File: src/rtl/fsm_updown.sv
// Bidirectional WIDTH-bit sequencing counter: reversal dwell, wrap/saturate, load, terminal flags.
// Define FSM_GRAY_OUT_EN to present y as the Gray code of the internal binary count.
module fsm_updown #(
    parameter int unsigned      WIDTH    = 2,
    parameter logic [WIDTH-1:0] MAX_VAL  = {WIDTH{1'b1}},
    parameter bit               SATURATE = 1'b0
) (
    input  logic             clk,
    input  logic             rst,
    input  logic             up,
    input  logic             down,
    input  logic             load,
    input  logic [WIDTH-1:0] load_val,
    output logic [WIDTH-1:0] y,
    output logic             at_max,
    output logic             at_min,
    output logic             wrap
);

    typedef enum logic [1:0] {
        ST_IDLE = 2'd0,
        ST_UP   = 2'd1,
        ST_DOWN = 2'd2
    } state_e;

    state_e           state_q;
    logic [WIDTH-1:0] count_q;
    logic [WIDTH-1:0] y_q;
    logic             wrap_q;

    logic             up_req;
    logic             dn_req;
    logic [WIDTH-1:0] inc_d;
    logic [WIDTH-1:0] dec_d;
    logic [WIDTH-1:0] load_d;
    logic             inc_wrap;
    logic             dec_wrap;

    function automatic logic [WIDTH-1:0] encode(input logic [WIDTH-1:0] c);
`ifdef FSM_GRAY_OUT_EN
        return c ^ (c >> 1);
`else
        return c;
`endif
    endfunction

    // Request decode and the candidate next counts; range is 0..MAX_VAL, not 0..2**WIDTH-1.
    always_comb begin
        up_req   = up & ~down;
        dn_req   = down & ~up;
        inc_d    = count_q + WIDTH'(1);
        inc_wrap = 1'b0;
        dec_d    = count_q - WIDTH'(1);
        dec_wrap = 1'b0;
        if (count_q == MAX_VAL) begin
            inc_d    = SATURATE ? MAX_VAL : '0;
            inc_wrap = !SATURATE;
        end
        if (count_q == '0) begin
            dec_d    = SATURATE ? '0 : MAX_VAL;
            dec_wrap = !SATURATE;
        end
        load_d = (load_val > MAX_VAL) ? MAX_VAL : load_val;
    end

    // Direction FSM; a request against the current direction dwells one edge in IDLE.
    always_ff @(posedge clk) begin
        if (rst) begin
            state_q <= ST_IDLE;
            count_q <= '0;
            y_q     <= '0;
            wrap_q  <= 1'b0;
        end else if (load) begin
            state_q <= ST_IDLE;
            count_q <= load_d;
            y_q     <= encode(load_d);
            wrap_q  <= 1'b0;
        end else begin
            wrap_q <= 1'b0;
            case (state_q)
                ST_IDLE: begin
                    if (up_req) begin
                        state_q <= ST_UP;
                        count_q <= inc_d;
                        y_q     <= encode(inc_d);
                        wrap_q  <= inc_wrap;
                    end else if (dn_req) begin
                        state_q <= ST_DOWN;
                        count_q <= dec_d;
                        y_q     <= encode(dec_d);
                        wrap_q  <= dec_wrap;
                    end
                end
                ST_UP: begin
                    if (up_req) begin
                        count_q <= inc_d;
                        y_q     <= encode(inc_d);
                        wrap_q  <= inc_wrap;
                    end else begin
                        state_q <= ST_IDLE;
                    end
                end
                ST_DOWN: begin
                    if (dn_req) begin
                        count_q <= dec_d;
                        y_q     <= encode(dec_d);
                        wrap_q  <= dec_wrap;
                    end else begin
                        state_q <= ST_IDLE;
                    end
                end
                default: state_q <= ST_IDLE;
            endcase
        end
    end

    assign y      = y_q;
    assign wrap   = wrap_q;
    assign at_max = (count_q == MAX_VAL);
    assign at_min = (count_q == '0);

endmodule

File: config.mk
export PLATFORM = sky130hd
export DESIGN_NAME = fsm_updown
export DESIGN_NICKNAME = d
export VERILOG_FILES = /design/src/rtl/fsm_updown.sv
export SDC_FILE = /design/constraint.sdc
export NUM_CORES = 1
export LEC_CHECK = 0
export ABC_AREA = 1
export CELL_PAD_IN_SITES_DETAIL_PLACEMENT = 1
export CELL_PAD_IN_SITES_GLOBAL_PLACEMENT = 1
export CORE_MARGIN = 3
export CORE_UTILIZATION = 33
export DETAILED_ROUTE_END_ITERATION = 10
export GPL_TIMING_DRIVEN = 0
export PLACE_DENSITY = 0.76
export SLEW_MARGIN = 15
export SYNTH_ARGS = -nofsm -noshare
export SYNTH_HDL_FRONTEND = slang
export SYNTH_SLANG_ARGS = --single-unit
File: constraint.sdc
create_clock -name clk -period 1.5 [get_ports clk]
set_input_delay 0.45 -clock clk [delete_from_list [all_inputs] [get_ports clk]]
set_output_delay 0.45 -clock clk [all_outputs]
set_load 0.02 [all_outputs]
==> results.yml, run 1 <==
worst_setup_path:
  worstSetupStartpointType: "register"
  reg2reg_slack_ps: 100
  reg2reg_from: "state_q[1]"
  crit_chain: "inv_1, ha_2, buf_6"
  reg2reg_depth: 7
  critPathMaxStageDelay_ps: 360
  cp-end-kind: "output port"
  crit_path_max_fanout: 4
  arrival_ps: 1020
  r2r_end: "count_q[1]"
  worst-setup-path-type: "reg -> out"
  slowest_stage: "dfxtp_4"
  crit_family: "flip-flops"
  crit_buf_inv: 2
  crit_required_ps: 1050
placement:
  dpl_cell_area_um2: 729.5
  dp.cells: 127
  io_buffers: 11
  gp_congestion: 0.7833
  dp_hpwl_um: 1372
pwr:
  irDropWorstVdd_uv: 505.5
  swShare_pct: 38.45
  leakagePower_nw: 0.3851
  total_power_w: 0.0006944
  pwr-share-seq_pct: 32.2
  power.switching_w: 0.0002670
  clkPwrFrac_pct: 26.0
  powerDensity_nw_per_um2: 807.8
  power.internal_w: 0.0004274
  combPwrFrac_pct: 41.8
grt:
  grt_pass1_vias: 675
  grt_pass1_wl_um: 2925
  grt_max_degree: 8
  grt.overflow.total: 0
  grt_usage_pct: 18.26
  antenna_found_initial: 0
clock_network:
  clockBufferDepth: 2
  cts_sinks: 7
  cts_hold_buf: 0
  clk_pin_slew_worst_paths_ps: 60
  clock_latency_ps: 260
  cts-root-buf: "clkbuf_4"
  numCtsBuffers: 3
  cts_max_level: 1
  cts_tree: "built"
routing:
  vias: 651
  dr.first_iter.drc_count: 5
  antenna_left: 0
  vias_per_cell: 4.932
  drt-total-wl_um: 1907
  avgRoutedWirePerCell_um: 14.45
  drt-pass1-iter-count: 4
  drc_errors: 0
yosys:
  synth-seq-cells: 7
  synth_area_um2: 589.3
  syn-num-nets: 108
  synth.distinct_cells: 12
  yosysWarningCount: 0
  netlist_instances: 92
  syn_area_per_cell_um2: 6.406
  yosysSeqAreaShare_pct: 23.78
timing:
  setup_viol: 0
  fin_crit_sh_pct: 98.00
  finClkSkew_ps: 8.302
  fin_crit_ps: 1470
  maxSlewViolCount: 0
  setup-tns-final_ps: 0
  hold_viol_final: 0
  worst_slew_pin_slew_ps: 238.2
  hold_slack_ps: 546.2
  slew_headroom_pct: 84.06
  timing.fmax_ghz: 0.6803
floorplanning:
  coreArea_um2: 1594
  dieArea_um2: 2329
  io_pins: 12
  die_h_um: 48.26
  initial_core_util_pct: 36.97
  fp-row-count: 14
  die_w_um: 48.26
flow_run:
  maxCapViolCount: 0
min_path:
  hold_path_class: "reg -> reg"
  min_delay_worst_endpoint: "state_q[0]"
  hold_start: "state_q[0]"
  whs_path_depth: 2
layout:
  nets: 125
  design_area_um2: 859.6
  drive_gt1_share_pct: 28.70
  antennaDiodeCount: 0
  syn2layout_area_growth_pct: 45.86
  finalNonFillerCells: 132
outcome:
  outcome: "finished, final reports clean"
==> per-stage QoR <==
step                      setup slack, ps  utilization (%)
after floorplan                     199.3                -
after global placement             -433.1            45.76
after detailed placement           -439.3            45.76
after CTS                          -32.72            49.53
after global routing               -35.38            53.92
final                               30.04            53.92
==> cells by family (layout without fill, tap and decap cells) <==
kind of cell | after synthesis | count (layout) | share of synthesized area, %
simple gates | 42 | 42 | 29.51
compound gates | 21 | 21 | 19.32
buf+inv | 13 | 29 | 8.281
fa+ha+maj | 9 | 9 | 19.11
flops | 7 | 7 | 23.78
==> area by class of cell <==
type	count	area, um^2
Clock buffer	4	26.28
Sequential cell	7	150.1
Tap cell	24	30.03
Fill cell	207	734.5
Inverter	13	48.80
Multi-Input combinational cell	72	495.5
Timing Repair Buffer	12	108.9
==> per-layer routing <==
layer,GRT usage [%],part of all wire (%),vias to the layer above
met4,4.301,1.3,0
met1,21.76,44,304
met5,0,0,-
met2,31.77,51,11
met3,5.535,3.7,4
li1,-,-,332
==> worst max-delay path by stage <==
| stage | slack, ps | cells past startpoint | endpoint | startpoint |
|---|---|---|---|---|
| 2_1_floorplan | 200 | 9 | count_q[1] | count_q[0] |
| 3_3_place_gp | -430 | 7 | count_q[0] | up |
| 3_5_place_dp | -440 | 8 | count_q[0] | down |
| 4_1_cts | -30 | 3 | at_min | count_q[0] |
| 5_1_grt | -40 | 9 | count_q[0] | up |
| 6_report | 30 | 3 | at_min | count_q[1] |
==> Yosys cell counts (all sizes together) <==
library cell	number	area share, %
o21bai	1	1.9
o21ai	5	4.2
inv	13	8.3
nor2	4	2.5
ha	9	19
dfxtp	7	24
a21oi	14	12
nor3	1	0.85
nand3	8	7.6
nand2	29	18
a211oi	1	1.3
==> flip-flops by register name, indices dropped and copies added (netlist names) <==
register and cells:
y 2, count_q 2, state_q 2, wrap 1
==> worst min-delay path, delay by kind of cell, from the launching register on <==
kind               cells  cell delay, ps
DFF                    1             340
AOI/OAI and AO/OA      1             120
and+or+nand+nor        1              50
==> repair_timing <==
item,in CTS,in global routing
setup endpoints to repair,12,7
setup buffers,0,1
pin swaps,0,0
gates resized for setup,29,19
==> power by group through the flow <==
| stage | registers, W | logic [W] | clock network [W] |
|---|---|---|---|
| 2_1_floorplan | 0.000228 | 0.000151 | 0 |
| 3_3_place_gp | 0.000224 | 0.000230 | 0 |
| 3_5_place_dp | 0.000225 | 0.000239 | 0 |
| 4_1_cts | 0.000222 | 0.000244 | 0.000180 |
| 5_1_grt | 0.000226 | 0.000320 | 0.000192 |
| 6_report | 0.000224 | 0.000291 | 0.000180 |
==> layout by cell type, fill, tap and decap left out, types with 2 or more instances in the layout <==
cell type / Yosys / layout
ha_4: 0 / 3
clkbuf_4: 0 / 3
dfxtp_4: 0 / 2
nand3_1: 7 / 7
ha_2: 0 / 3
clkdlybuf4s50_1: 0 / 4
dlygate4sd2_1: 0 / 4
a21oi_1: 14 / 9
ha_1: 9 / 3
nand2_1: 29 / 27
nor2_1: 4 / 4
dfxtp_2: 0 / 2
a21oi_2: 0 / 4
o21ai_0: 5 / 3
inv_2: 0 / 5
dfxtp_1: 7 / 3
inv_1: 13 / 8
nand2_2: 0 / 2
Power figures use the tool's default switching activity.
==> run 2, diff against run 1 <==
- SKIP_LAST_GASP: not set -> 1
==> results.yml, run 2 (synthesized netlist as in run 1, its figures left out) <==
floorplanning:
  initial_core_util_pct: 36.97
  die_h_um: 48.26
  io_pins: 12
  coreArea_um2: 1594
  die_w_um: 48.26
  dieArea_um2: 2329
  fp-row-count: 14
timing:
  setup_viol: 0
  worst_slew_pin_slew_ps: 263.3
  setup-tns-final_ps: 0
  timing.fmax_ghz: 0.6811
  hold_slack_ps: 549.2
  hold_viol_final: 0
  finClkSkew_ps: 9.223
  fin_crit_sh_pct: 97.88
  slew_headroom_pct: 82.38
  rsz0062_at_grt: "true"
  maxSlewViolCount: 0
  fin_crit_ps: 1468
clock_network:
  numCtsBuffers: 3
  clockBufferDepth: 2
  clock_latency_ps: 260
  cts_tree: "built"
  cts_sinks: 7
  clk_pin_slew_worst_paths_ps: 60
  cts_hold_buf: 0
  cts-root-buf: "clkbuf_4"
  cts_max_level: 1
worst_setup_path:
  crit_chain: "inv_1, ha_2, buf_6"
  worstSetupStartpoint: "count_q[1]"
  arrival_ps: 1020
  slowest_stage: "dfxtp_4"
  worst-setup-path-type: "reg -> out"
  reg2reg_slack_ps: 70
  endpoint: "at_min"
  worstSetupStartpointType: "register"
  crit_required_ps: 1050
  reg2reg_depth: 7
  r2r_end: "count_q[0]"
  cp-end-kind: "output port"
  crit_path_max_fanout: 4
  critPathMaxStageDelay_ps: 360
  reg2reg_from: "state_q[1]"
placement:
  gp_congestion: 0.7833
  dpl_cell_area_um2: 729.5
  dp_hpwl_um: 1372
  io_buffers: 11
layout:
  antennaDiodeCount: 0
  num-fill-cells: 214
  drive_gt1_share_pct: 23.36
  nets: 124
  final_common_cell: "nand2_1"
  fin_util_pct: 51.10
  final_cell_mix: "nand2_1 (27), a21oi_1 (10), inv_1 (9)"
  syn2layout_area_growth_pct: 38.22
  design_area_um2: 814.5
outcome:
  outcome: "finished, final reports clean"
routing:
  drc_errors: 0
  vias: 634
  dr.first_iter.drc_count: 5
  antenna_left: 0
  vias_per_cell: 4.840
  drt-total-wl_um: 1811
  avgRoutedWirePerCell_um: 13.82
  drt-pass1-iter-count: 4
grt:
  grt_usage_pct: 17.29
  grt_pass1_wl_um: 2801
  antenna_found_initial: 0
  grt.overflow.total: 0
  grt_pass1_vias: 669
  grt_max_degree: 8
pwr:
  leakagePower_nw: 0.3775
  powerDensity_nw_per_um2: 818.7
  irDropWorstVdd_uv: 503.4
flow_run:
  maxCapViolCount: 0
min_path:
  hold_path_class: "reg -> reg"
==> run 2: what timing repair did <==
action / CTS / global route
setup endpoints to repair: 12 / 7
setup buffers: 0 / 0
resized for setup: 27 / 14
==> run 2: layout make-up <==
cell class | instances | area [um^2] | area share, %
Timing Repair Buffer | 11 | 100.1 | 12.29
Inverter | 13 | 48.80 | 5.991
Multi-Input combinational cell | 72 | 460.4 | 56.53
Tap cell | 24 | 30.03 | 3.687
Clock buffer | 4 | 26.28 | 3.226
Sequential cell | 7 | 148.9 | 18.28
==> run 2: where the power goes <==
| part | switching [W] | internal, W |
|---|---|---|
| clock | 0.0000764 | 0.000102 |
| combinational | 0.000159 | 0.000106 |
| sequential | 0.0000190 | 0.000205 |
==> run 2: worst min path at each step <==
stage	to	slack [ps]	cells past startpoint	start
3_3_place_gp	state_q[1]	530	2	state_q[1]
6_report	state_q[0]	550	2	state_q[0]
4_1_cts	y[1]	560	2	y[1]
2_1_floorplan	state_q[1]	500	2	state_q[1]
5_1_grt	y[0]	590	2	y[0]
3_5_place_dp	y[0]	550	2	y[0]
==> run 2: stage by stage <==
stage / setup slack (ps) / instances / total power (W)
2_1_floorplan: 199.3 / 92 / 0.0003789
3_3_place_gp: -433.1 / 127 / 0.0004538
3_5_place_dp: -439.3 / 127 / 0.0004637
4_1_cts: -156.2 / 131 / 0.0006496
5_1_grt: -50.05 / 131 / 0.0007125
6_report: 31.78 / 131 / 0.0006669
==> run 2: per-layer routing <==
layer | track usage, % | share of wire [%] | up-vias
li1 | - | - | 328
met1 | 21.32 | 45 | 295
met2 | 28.91 | 51 | 9
met3 | 5.535 | 3.4 | 2
met4 | 4.301 | 0.39 | 0
met5 | 0 | 0 | -
==> run 2: worst max-delay path: cells and delay by family, from the launching register on <==
kind       cells  cell delay, ps
buf+inv        2             200
fa+ha+maj      1             200
flops          1             360
